**config.mk**
```make
export PLATFORM = sky130hd
export DESIGN_NAME = sqrt_16b_rescale
export DESIGN_NICKNAME = d
export VERILOG_FILES = /design/src/rtl/sqrt_16b_rescale.sv
export SDC_FILE = /design/constraint.sdc
export NUM_CORES = 1
export LEC_CHECK = 0
export BUFFER_PORTS_ARGS = -buffer_cell sky130_fd_sc_hd__buf_2
export CAP_MARGIN = 20
export CORE_MARGIN = 2
export CORE_UTILIZATION = 30
export DETAILED_ROUTE_END_ITERATION = 10
export GPL_TIMING_DRIVEN = 0
export PLACE_DENSITY = 0.57
export SLEW_MARGIN = 20
export SYNTH_ARGS = -nofsm -noshare
export SYNTH_HDL_FRONTEND = slang
export SYNTH_SLANG_ARGS = --single-unit
```
**constraint.sdc**
```tcl
create_clock -name clk_i -period 2.59 [get_ports clk_i]
set_input_delay 0.518 -clock clk_i [delete_from_list [all_inputs] [get_ports clk_i]]
set_output_delay 0.518 -clock clk_i [all_outputs]
set_load 0.01 [all_outputs]
```
**src/rtl/sqrt_16b_rescale.sv**
```systemverilog
// rtl/sqrt_16b_rescale.sv - iterative 16-bit integer square root with power-of-two rescale
//
// Takes the 16-bit operand from the upstream range scaler together with the
// number of divide-by-4 steps it applied, produces an 8-bit root one bit per
// cycle, then shifts the root left by that count to restore the magnitude.
//
// Ports:
//   clk_i    in   1  clock, rising edge
//   rst_i    in   1  synchronous active-high reset
//   start_i  in   1  request, accepted only in IDLE or DONE
//   data_i   in  16  scaled operand
//   shift_i  in   4  upstream 2-bit shift count, saturated to 8
//   busy_o   out  1  high while iterating or rescaling
//   done_o   out  1  one-cycle pulse, root_o/rem_o valid
//   root_o   out 16  floor(sqrt(data_i)) << min(shift_i, 8)
//   rem_o    out  9  data_i - floor(sqrt(data_i))^2, unscaled
module sqrt_16b_rescale (
  input  logic        clk_i,
  input  logic        rst_i,
  input  logic        start_i,
  input  logic [15:0] data_i,
  input  logic [3:0]  shift_i,
  output logic        busy_o,
  output logic        done_o,
  output logic [15:0] root_o,
  output logic [8:0]  rem_o
);

  typedef enum logic [1:0] {
    IDLE  = 2'd0,
    CALC  = 2'd1,
    SCALE = 2'd2,
    DONE  = 2'd3
  } state_t;

  state_t      state;
  state_t      state_nxt;

  logic [15:0] x;
  logic [9:0]  rem;
  logic [7:0]  root;
  logic [3:0]  sh;
  logic [2:0]  cnt;

  logic        accept;
  logic [9:0]  r_next;
  logic [9:0]  trial;
  logic        fits;
  logic        rem_unused;

  assign accept = ((state == IDLE) || (state == DONE)) && start_i;

  // One digit of the root per cycle: bring down the next two operand bits
  // and try to subtract 4*root + 1. Before the last step the remainder is at
  // most 2*127, so only rem[7:0] needs to be carried into the window.
  assign r_next = {rem[7:0], x[15:14]};
  assign trial  = {root, 2'b01};
  assign fits   = (r_next >= trial);

  // The final remainder never exceeds 2*255, so the top bit stays clear.
  assign rem_unused = rem[9];

  // State register
  always_ff @(posedge clk_i) begin
    if (rst_i) begin
      state <= IDLE;
    end else begin
      state <= state_nxt;
    end
  end

  // Next-state logic
  always_comb begin
    state_nxt = state;
    case (state)
      IDLE:    state_nxt = start_i ? CALC : IDLE;
      CALC:    state_nxt = (cnt == 3'd0) ? SCALE : CALC;
      SCALE:   state_nxt = DONE;
      DONE:    state_nxt = start_i ? CALC : IDLE;
      default: state_nxt = IDLE;
    endcase
  end

  // Output decode
  always_comb begin
    busy_o = 1'b0;
    done_o = 1'b0;
    case (state)
      CALC:    busy_o = 1'b1;
      SCALE:   busy_o = 1'b1;
      DONE:    done_o = 1'b1;
      default: begin
        busy_o = 1'b0;
        done_o = 1'b0;
      end
    endcase
  end

  // Datapath
  always_ff @(posedge clk_i) begin
    if (rst_i) begin
      x      <= '0;
      rem    <= '0;
      root   <= '0;
      sh     <= '0;
      cnt    <= '0;
      root_o <= '0;
      rem_o  <= '0;
    end else if (accept) begin
      x    <= data_i;
      sh   <= (shift_i > 4'd8) ? 4'd8 : shift_i;
      rem  <= '0;
      root <= '0;
      cnt  <= 3'd7;
    end else begin
      case (state)
        CALC: begin
          x <= {x[13:0], 2'b00};
          if (fits) begin
            rem  <= r_next - trial;
            root <= {root[6:0], 1'b1};
          end else begin
            rem  <= r_next;
            root <= {root[6:0], 1'b0};
          end
          if (cnt != 3'd0) begin
            cnt <= cnt - 3'd1;
          end
        end
        SCALE: begin
          // sh <= 8 keeps the 8-bit root inside 16 bits.
          root_o <= {8'h00, root} << sh;
          rem_o  <= rem[8:0];
        end
        default: begin
        end
      endcase
    end
  end

endmodule

```
# Yosys cells after proc, flatten, opt, wreduce, memory -nomap -nowiden
# Cells that the tools add are included.
# op_classes
mul	0
eq_ne	3
shifts	1
n_bitwise	1
n_div	0
magnitude_cmp	2
n_mux	13
n_addsub	2
reduce_logical	12
# ops
op	n
$mux 16	2
$shl 8x4->16	1
$ge 10x10->1	1
$mux 3	3
$mux 9	1
$sub 9x9->9	1
$pmux 2 s3	1
$reduce_or 2->1	3
$eq 2x2->1 const B	2
$gt 4x4->1 const B	1
$mux 1	4
$mux 4	1
$reduce_and 2->1	2
$reduce_bool 2->1	2
$logic_not 3->1	1
$reduce_bool 3->1	1
$sub 3x1->3 const B	1
$eq 2x1->1 const B	1
$logic_not 2->1	1
$mux 2	1
$logic_and 1x1->1	1
$logic_or 1x1->1	1
$not 1->1	1
# word_totals
word_cells	42
romBits	0
latchBits	0
ramBits	0
regBits	67
inputBits	23
n_memories	0

# Longest topological paths before layout
# depth
ltp_word	5
depth_mapped	9
ltp_nobuf	8

# Worst setup path before layout
# OpenSTA, ideal clock, no wires.
# synth_timing
path_type	register to register
from	register root[5]
to	register rem[3]
setup_time_ns	0.134
path_buffers	1
period_less_slack_ns	2.057
required_ns	2.456
arrival_time_ns	1.923
stages_incl_launch_ff	9
slack_ns	0.533
cell_sequence	dfxtp_1 > inv_1 > ha_1 > a21o_1 > or4_4 > o22ai_2 > buf_6 > mux2i_1 > a21oi_1
# synth_via
elab_chain_cells	2
# synth_lines
item	line	rtl
start, declared	41	logic [7:0] root;
start signal, assigned	121	root <= {root[6:0], 1'b1};
start signal, assigned	124	root <= {root[6:0], 1'b0};
$ge 10x10->1	58	assign fits = (r_next >= trial);
$mux 9	119	if (fits) begin
end signal, assigned	120	rem <= r_next - trial;
end signal, assigned	123	rem <= r_next;
end, declared	40	logic [9:0] rem;
# No other way between the ends.
# A chain may end at the register's enable or synchronous reset.

# Worst setup path in the final report
# layout_timing
from	register root[5]
to	register rem[7]
# layout_via
elab_chain_cells	2
# layout_lines
item	line
$sub 9x9->9 / $ge 10x10->1 (equally long branches)	120, 58
$mux 9 (*)	119
# Every way passes the cells marked *; elsewhere a longest branch is shown, timed or not.

==> results by group <==
Outcome
  • Status: completed

Logic synthesis
  • Syn Area/Cell: 8.56 µm²
  • Synth async-reset ratio: 0%
  • Post-synthesis compound-gate area fraction: 15.3%
  • Synthesized area: 3430 µm²
  • Mapped Cells: 400
  • Largest family of logic cells by synthesized area: simple AND/OR/NAND/NOR gates
  • Yosys warnings: 0
  • Number of flops mapped to enable cells by yosys: 0
  • Area leader, netlist: dfxtp_1
  • Post-synthesis cell type count: 41
  • Commonest register cell after synthesis: dfxtp_1
  • Flops & latches, synth: 67
  • Post-Synth Adder-Cell Area: 5.48%
  • Post-synthesis sequential area ratio: 39.2%
  • Yosys top cell area share: 39.2%
  • Syn nets: 438
  • Mux cell area share after synthesis: 15.5%
  • Simple-Gate Fraction of Synth Area: 17.6%
  • Largest cells by area after synthesis: dfxtp_1 (39%), mux2i_1 (13%), nor2_1 (6.4%), ha_1 (5.5%), a21oi_1 (4.2%)
  • XOR/XNOR Fraction of Synth Area: 1.79%

Power and ir drop
  • Sw Pwr: 1980 µW
  • Comb pwr share: 47.4%
  • Internal power: 3070 µW
  • Power density over the cells: 1220 nW/µm²
  • Clock Power Share: 24.5%
  • P_leak: 0.00165 µW
  • VDD IR max: 0.000524 V
  • Sequential Power Share: 28.2%
  • Sw Share: 39.2%

Cells and area
  • Util after Layout: 36.8%
  • Multi-input gate area: 1910 µm²
  • Layout cell share with drive strength beyond 1: 17.0%
  • Register Area: 1340 µm²
  • Filler Cell Count: 1156
  • Area growth, synth to finish: 21.0%
  • Nets: 497
  • Number of antenna repair diodes: 0

Drt
  • Vias per cell: 4.85
  • Number of DRC markers in iteration 0: 107
  • Drt wl/cell: 13.9 µm
  • Total wire length: 8.44 mm
  • Vias post-DR: 2941
  • First-pass DRT Iterations: 4
  • DRC Markers: 0
  • DRT antenna net count: 0

Clock network
  • H-tree levels: 3
  • Worst-path clk slew: 60 ps
  • Worst skew pair latency: 330 ps
  • Setup fix buffers added after clock tree synthesis: 0
  • Post-cts sizing count: 0
  • Hold_buf cts: 0
  • CTS tree: built
  • Num Clock Sinks: 67
  • Root Driver: clkbuf_16
  • Clock Tree Buf Depth: 2
  • CTS Buf Count: 9

Timing
  • Unrepaired setup endpoints after global routing: false
  • Final setup vio count: 0
  • Final Max Slew Viols: 0
  • Fmax achieved: 426 MHz
  • Rel. slew slack: 45.4%
  • Post-layout min period: 2350 ps
  • Crit share post-route: 90.7%
  • Post-route setup TNS: 0 ps
  • Slew @ Worst Pin: 819 ps
  • Clk_skew: 8.01 ps
  • Fin. Hold Viols: 0

Placed design
  • Port Buffer Count: 48
  • Final GP Congestion: 0.861
  • DP Wirelength: 6.21 mm

Floorplanning
  • Die X: 111 µm
  • Core area: 11300 µm²
  • Initial Util: 30.4%
  • Boundary Pins: 50
  • Die footprint: 12300 µm²
  • DIE HEIGHT: 111 µm
  • FP Rows: 39

Setup path
  • Slowest-stage cell, CP: or4_4
  • Max incr delay on CP: 480 ps
  • Worst EP required: 2800 ps
  • Crit path DAT: 2560 ps
  • CP max FO: 10
  • Startpoint Class: flop
  • Crit. End Element: flop
  • Kind of critical path: flop to flop
  • CP Cell Sequence: inv_1 > ha_1 > a21o_1 > or4_4 > o22ai_2 > buf_6 > mux2i_1 > o21ai_0

Global route
  • Antenna violations before repair: 0
  • Largest net degree at the start of global routing: 14
  • First-pass GRT wire length: 14.3 mm
  • Number of global-route vias before repair: 2981
  • Total gr overflow: 0
  • Global Route Usage Sum: 14.2%

Min path
  • Worst Hold Class: input port to flop

Flow run
  • Max-cap viol count: 0
worst paths after layout:
kind / startpoint / end / slack (ps) / cells after the start
setup reg to reg: root[5] / rem[7] / 240 / 8
hold / removal: data_i[1] / x[1] / 440 / 3
setup / recovery: root[5] / rem[7] / 240 / 8
hold reg to reg: root_o[15] / root_o[15] / 480 / 2
sequential cells by signal, indices dropped and copies added (netlist names):
name / count
x: 16
root_o: 16
sh: 4
rem_o: 9
rem: 9
cnt: 3
root: 8
state: 2
area by class of cell:
cell class                      count  share of cell area (%)
Clock inverter                      7                    1.84
Multi-Input combinational cell    288                    46.0
Tap cell                          143                    4.32
Sequential cell                    67                    32.3
Inverter                           19                    1.72
Timing Repair Buffer               48                    5.79
Clock buffer                        9                    5.43
Buffer                             26                    2.56
cells in the final DEF, fill, tap and decap left out, types with 2 or more instances in the layout:
cell type | netlist | routed
buf_2 | 1 | 49
a21oi_1 | 29 | 29
nand4_1 | 2 | 2
o21ai_0 | 21 | 21
o21a_1 | 3 | 3
clkbuf_1 | 20 | 20
clkinvlp_4 | 0 | 2
ha_1 | 15 | 15
inv_1 | 19 | 19
a211oi_1 | 15 | 15
nor2b_1 | 12 | 12
xnor2_1 | 4 | 4
a31oi_1 | 2 | 2
a21o_1 | 2 | 2
nand3b_1 | 7 | 7
a22oi_1 | 2 | 2
mux2i_1 | 44 | 44
buf_1 | 4 | 4
nand3_1 | 5 | 5
nor3_1 | 8 | 8
dfxtp_1 | 67 | 67
xor2_1 | 3 | 3
nand2b_1 | 4 | 4
nor2_1 | 58 | 58
mux2_2 | 8 | 8
nand2_1 | 28 | 28
o21bai_1 | 2 | 2
inv_6 | 0 | 2
clkbuf_16 | 0 | 9
cell families after synthesis:
kind of cell    count (synthesis)
fa+ha+maj                      15
xor+xnor                        7
buf+inv                        45
flops                          67
compound gates                 84
simple gates                  130
mux                            52
metrics by stage:
| step | instance area (µm²) | instances | worst slack, ps | hold WS, ps | total power, µW |
|---|---|---|---|---|---|
| final | 4150 | 607 | 241 | 439 | 5050 |
| after global routing | 4150 | 607 | 147 | 450 | 5410 |
| after CTS | 4150 | 607 | 240 | 432 | 5080 |
| after detailed placement | 3840 | 591 | 246 | 470 | 3830 |
| after global placement | 3840 | 591 | 299 | 442 | 3780 |
| after floorplan | 3430 | 400 | 533 | 425 | 3280 |
power by group through the flow:
| stage | sequential [µW] | combinational [µW] | clock (µW) |
|---|---|---|---|
| after global placement | 1440 | 2350 | 0 |
| after CTS | 1420 | 2400 | 1260 |
| final | 1420 | 2390 | 1230 |
| after global routing | 1460 | 2640 | 1310 |
| after floorplan | 1420 | 1860 | 0 |
| after detailed placement | 1450 | 2380 | 0 |
cell usage after synthesis (all sizes together), types with 12 or more instances:
cell type  count
a211oi        16
a21oi         29
clkbuf        20
dfxtp         67
ha            15
inv           19
mux2i         44
nand2         28
nor2          58
nor2b         12
o21ai         21
per-layer routing:
layer | wire [µm] | GRT usage (%) | vias to the layer above
li1 | - | - | 1503
met4 | 138 | 5.25 | 0
met1 | 4170 | 18.5 | 1371
met2 | 3760 | 22.7 | 56
met3 | 368 | 3.66 | 11
met5 | 0 | 0 | -
worst max-delay path, delay by kind of cell, from the launching register on:
kind / cells / cell delay (ps)
AO/OA/AOI/OAI: 3 / 490
AND/OR/NAND/NOR: 1 / 480
flip-flops: 1 / 390
adder cells (fa/ha/maj): 1 / 360
buffers and inverters: 2 / 270
multiplexers: 1 / 230
No activity file was read; power rests on OpenSTA's default activity.
